==> config.mk <==
export PLATFORM = sky130hd
export DESIGN_NAME = cpc_ramcfg_capture
export DESIGN_NICKNAME = d
export VERILOG_FILES = /design/src/rtl/cpc_ramcfg_capture.sv
export SDC_FILE = /design/constraint.sdc
export NUM_CORES = 1
export LEC_CHECK = 0
export CAP_MARGIN = 10
export CORE_MARGIN = 8
export CORE_UTILIZATION = 49
export DETAILED_ROUTE_END_ITERATION = 8
export GPL_TIMING_DRIVEN = 0
export PLACE_DENSITY = 0.87
export SLEW_MARGIN = 15
export SYNTH_ARGS = -nofsm -noshare
export SYNTH_HDL_FRONTEND = slang
export SYNTH_SLANG_ARGS = --single-unit
==> constraint.sdc <==
create_clock -name clk -period 1.9 [get_ports clk]
set_input_delay 0.285 -clock clk [delete_from_list [all_inputs] [get_ports clk]]
set_output_delay 0.285 -clock clk [all_outputs]
set_load 0.05 [all_outputs]
==> src/rtl/cpc_ramcfg_capture.sv <==
// Snoops Z80 I/O writes to the CPC RAM-config port and hands {ccc,bbb} to the bank mapper.
// Define FULL_DECODE_EN to require adr_hi == 7'h7F in addition to adr15 == 0.
module cpc_ramcfg_capture #(
  parameter int QUAL_CYCLES = 2,
  parameter int CNT_W       = 8
) (
  input  logic             clk,
  input  logic             reset,
  input  logic             iorq_b,
  input  logic             wr_b,
  input  logic             m1_b,
  input  logic             adr15,
  input  logic [6:0]       adr_hi,
  input  logic [7:0]       data,
  output logic             cfg_valid,
  input  logic             cfg_ready,
  output logic [5:0]       cfg_data,
  output logic             overrun,
  output logic [CNT_W-1:0] wr_count
);

  typedef enum logic [1:0] {
    IDLE,
    QUAL,
    WAIT_END
  } state_t;

  localparam logic [2:0]       QUAL_N  = 3'(QUAL_CYCLES);
  localparam logic [CNT_W-1:0] CNT_MAX = {CNT_W{1'b1}};

  logic       iorq_s1, iorq_s2;
  logic       wr_s1, wr_s2;
  logic       m1_s1, m1_s2;
  logic       adr15_r;
  logic [7:0] data_r;
  logic       port_sel;
  logic       hit;

  state_t     state;
  logic [2:0] qual_cnt;
  logic [2:0] qual_next;
  logic       cap_pulse;
  logic [5:0] cap_word;

  // Strobes resynchronised through two flops; address/data only need one stage
  // because they are stable well before the strobes fall.
  always_ff @(posedge clk) begin
    if (reset) begin
      iorq_s1 <= 1'b1;
      iorq_s2 <= 1'b1;
      wr_s1   <= 1'b1;
      wr_s2   <= 1'b1;
      m1_s1   <= 1'b1;
      m1_s2   <= 1'b1;
      adr15_r <= 1'b1;
      data_r  <= 8'h00;
    end else begin
      iorq_s1 <= iorq_b;
      iorq_s2 <= iorq_s1;
      wr_s1   <= wr_b;
      wr_s2   <= wr_s1;
      m1_s1   <= m1_b;
      m1_s2   <= m1_s1;
      adr15_r <= adr15;
      data_r  <= data;
    end
  end

`ifdef FULL_DECODE_EN
  logic [6:0] adr_hi_r;

  always_ff @(posedge clk) begin
    if (reset) begin
      adr_hi_r <= 7'h00;
    end else begin
      adr_hi_r <= adr_hi;
    end
  end

  assign port_sel = ~adr15_r & (adr_hi_r == 7'h7F);
`else
  logic unused_adr_hi;

  assign unused_adr_hi = ^adr_hi;
  assign port_sel      = ~adr15_r;
`endif

  assign hit       = ~iorq_s2 & ~wr_s2 & m1_s2 & port_sel & (data_r[7:6] == 2'b11);
  assign qual_next = qual_cnt + 3'd1;

  // Qualification FSM: hit must persist QUAL_CYCLES samples, then one capture
  // per bus cycle no matter how long the strobes stay low.
  always_ff @(posedge clk) begin
    if (reset) begin
      state     <= IDLE;
      qual_cnt  <= 3'd0;
      cap_pulse <= 1'b0;
      cap_word  <= 6'b000000;
    end else begin
      cap_pulse <= 1'b0;
      case (state)
        IDLE: begin
          if (hit) begin
            qual_cnt <= 3'd1;
            if (QUAL_N == 3'd1) begin
              cap_pulse <= 1'b1;
              cap_word  <= data_r[5:0];
              state     <= WAIT_END;
            end else begin
              state <= QUAL;
            end
          end
        end
        QUAL: begin
          if (!hit) begin
            state <= IDLE;
          end else if (qual_next == QUAL_N) begin
            qual_cnt  <= qual_next;
            cap_pulse <= 1'b1;
            cap_word  <= data_r[5:0];
            state     <= WAIT_END;
          end else begin
            qual_cnt <= qual_next;
          end
        end
        WAIT_END: begin
          if (iorq_s2 && wr_s2) begin
            state <= IDLE;
          end
        end
        default: state <= IDLE;
      endcase
    end
  end

  // One-deep output buffer: newest word always wins, overwriting an unaccepted
  // word raises the sticky overrun flag.
  always_ff @(posedge clk) begin
    if (reset) begin
      cfg_valid <= 1'b0;
      cfg_data  <= 6'b000000;
      overrun   <= 1'b0;
      wr_count  <= '0;
    end else begin
      if (cap_pulse) begin
        cfg_valid <= 1'b1;
        cfg_data  <= cap_word;
        if (cfg_valid && !cfg_ready) begin
          overrun <= 1'b1;
        end
        if (wr_count != CNT_MAX) begin
          wr_count <= wr_count + CNT_W'(1);
        end
      end else if (cfg_valid && cfg_ready) begin
        cfg_valid <= 1'b0;
      end
    end
  end

endmodule
==> flow_metrics.tcl <==
set metrics [dict create \
    drt_iter0_markers 47 \
    yosysUniqueCellTypes 34 \
    drcViolationCount 0 \
    worstHoldPathType "flop to flop" \
    yosysTopAreaCell "dfxtp_1" \
    place_hpwl_mm 2.232 \
    die_w_um 74.32 \
    synth_area_leaders "dfxtp_1 (52%), mux2i_1 (7.8%), nand2b_1 (5.3%), nor2b_1 (4.1%), nor2_1 (2.7%)" \
    synth_common_cells "dfxtp_1 (43), nand2b_1 (14), mux2i_1 (13)" \
    diodes 0 \
    p_total_uw 1543 \
    synth-async-reset-ratio 0 \
    synth_fp_nets 188 \
    slew-limit-headroom 0.5700 \
    dr_total_vias 1287 \
    finClkSkew_ns 0.009667 \
    nets 225 \
    hold_depth 1 \
    syn_avg_cell_area_um2 10.22 \
    hold_ws_ns 0.4216 \
    grt_max_degree 15 \
    wire_per_inst_um 12.22 \
    worst_skew_pair.late_latency_ns 0.33 \
    synth_cells 163 \
    numCtsBuffers 5 \
    gp_congestion 0.8159 \
    start_util 0.5034 \
    drt_pre_antenna_iters 4 \
    rsz0062_at_grt "false" \
    post_cts_buffers 0 \
    power.leakage_uw 0.0008254 \
    portBuffers 30 \
    drive_above_1_share 0.1045 \
    cts_root_buf "clkbuf_4" \
    maxCapViolCount 0 \
    clkTransAtPathRegs_ns 0.12 \
    yosysWarnings 0 \
    cts_htree_levels 2 \
    synth.top_cell.area_share 0.5165 \
    fin_crit_ns 1.799 \
    min_from "iorq_s1" \
    worstPathArrival_ns 1.51 \
    crit_buf_inv 1 \
    slew_viol_final 0 \
    r2r_end "cap_word[1]" \
    synthFlopType "dfxtp_1" \
    die_h_um 74.32 \
    path_class "flop to primary output" \
    overflow 0 \
    fmaxAchievable_mhz 555.7 \
    grt_pass1_wl_mm 5.175 \
    cpMaxStageDelayCell "clkdlybuf4s50_1" \
    synth_edf_count 0 \
    path_cells "clkdlybuf4s50_1" \
    yosysMostFrequentCell "dfxtp_1" \
    holdPathEnd "iorq_s2" \
    ff2ff_setup_slack_ns 0.15 \
    status "finished, final reports clean" \
    crit_fanout 2 \
    worst-r2r-cell-count 3 \
    setup_viol 0 \
    vias_per_cell 5.211 \
    cp_top_family "buffers and inverters" \
    coreArea_mm2 0.003311 \
    ios 38 \
    die_area_mm2 0.005523 \
    max_stage_delay_ns 0.81 \
    vdd_drop_max_mv 0.5039 \
    finalHoldViolations 0 \
    post-route-period-util 0.9471 \
    synth-seq-area-share 0.5165 \
    syn_area_mm2 0.001667 \
    required_ns 1.62 \
    worstReg2RegStart "state[1]" \
    antenna_found_initial 0 \
    row_count 21 \
    endpoint_kind "primary output" \
    clock-sinks 43 \
    grtUsageTotal 0.1188 \
    crit_path_start_kind "flop" \
    fin_util 0.6364 \
    totalWireLength_mm 3.019 \
    grt_pass1_vias 1198 \
    holdBufCountCts 0 \
    syn_to_final_growth_pct 26.43 \
    ys_ff_latch 43 \
    cts_tree "yes" \
    powerDensity_mw_per_mm2 732.1 \
    clockBufferDepth 2 \
    detail-route-antenna-nets 0 \
    worst_pin_slew_ns 0.6401 \
]
==> worst max path at each step <==
stage	to	from	cells after the start	slack (ns)
2_1_floorplan	wr_count[0]	wr_count[0]	5	0.13
3_3_place_gp	overrun	reset	4	0.009
3_5_place_dp	cfg_data[3]	reset	4	-0.01
4_1_cts	wr_count[2]	wr_count[2]	1	0.006
5_1_grt	cfg_data[0]	cfg_data[0]	1	0.04
6_report	cfg_data[0]	cfg_data[0]	1	0.10
==> stage by stage <==
stage	setup TNS, ns	setup WS (ns)	cell area, um^2	std cells
6_report	0	0.1005	2107	247
5_1_grt	0	0.04022	2107	247
4_1_cts	0	0.005945	2100	247
2_1_floorplan	0	0.1253	1667	163
3_5_place_dp	-0.01851	-0.01010	2024	239
3_3_place_gp	0	0.008640	2024	239
==> final cells by class <==
type	count	area, um^2
Buffer	8	32.53
Clock buffer	5	37.54
Clock inverter	3	43.79
Fill cell	284	1204
Inverter	2	7.507
Multi-Input combinational cell	110	765.7
Sequential cell	43	860.8
Tap cell	46	57.56
Timing Repair Buffer	30	301.5
==> power by group <==
group / total (uW) / internal (uW) / switching (uW) / leakage, uW
Combinational: 66.0 / 42.4 / 23.6 / 0.000430
Sequential: 923 / 917 / 5.22 / 0.000350
Clock: 554 / 277 / 277 / 0.0000452
==> registers in the layout, indices dropped and copies added (netlist names), 2 cells and up <==
name and cells:
qual_cnt 3, cfg_data 6, wr_count 8, state 2, cap_word 6, data_r 8
==> layout by cell type (no fill, tap or decap), types with 2 or more instances in the layout <==
master and instances:
inv_1 2, nor3_1 7, a21oi_1 7, dlygate4sd2_1 5, nand2_1 4, dlymetal6s2s_1 3
a211oi_1 4, and4_1 2, nand2b_1 14, clkdlybuf4s50_1 22, clkbuf_1 6, nor2_1 12
clkbuf_4 5, and4b_1 3, ha_1 3, nor2b_1 11, buf_2 2, nand4b_1 2
mux2i_1 13, o21ai_0 2, a31oi_1 2, or2_2 7, dfxtp_1 43, nand4_1 3
==> cells by family after synthesis <==
kind of cell | share of synthesized area
muxes | 0.08483
adders and majority gates | 0.02252
buffers and inverters | 0.02402
and+or+nand+nor | 0.2673
DFF | 0.5165
AOI/OAI and AO/OA | 0.07958
xor gates and xnor gates | 0.005256
==> metal layers <==
layer | GRT usage | part of all wire
met5 | 0 | 0
met4 | 0.05217 | 0.012
met3 | 0.02695 | 0.040
met2 | 0.2051 | 0.49
met1 | 0.1365 | 0.46
==> timing repair <==
action | 4_1_cts | 5_1_grt
pin swaps | 0 | 1
setup endpoints to repair | 5 | 4
resized for setup | 5 | 3
Power figures use the tool's default switching activity.
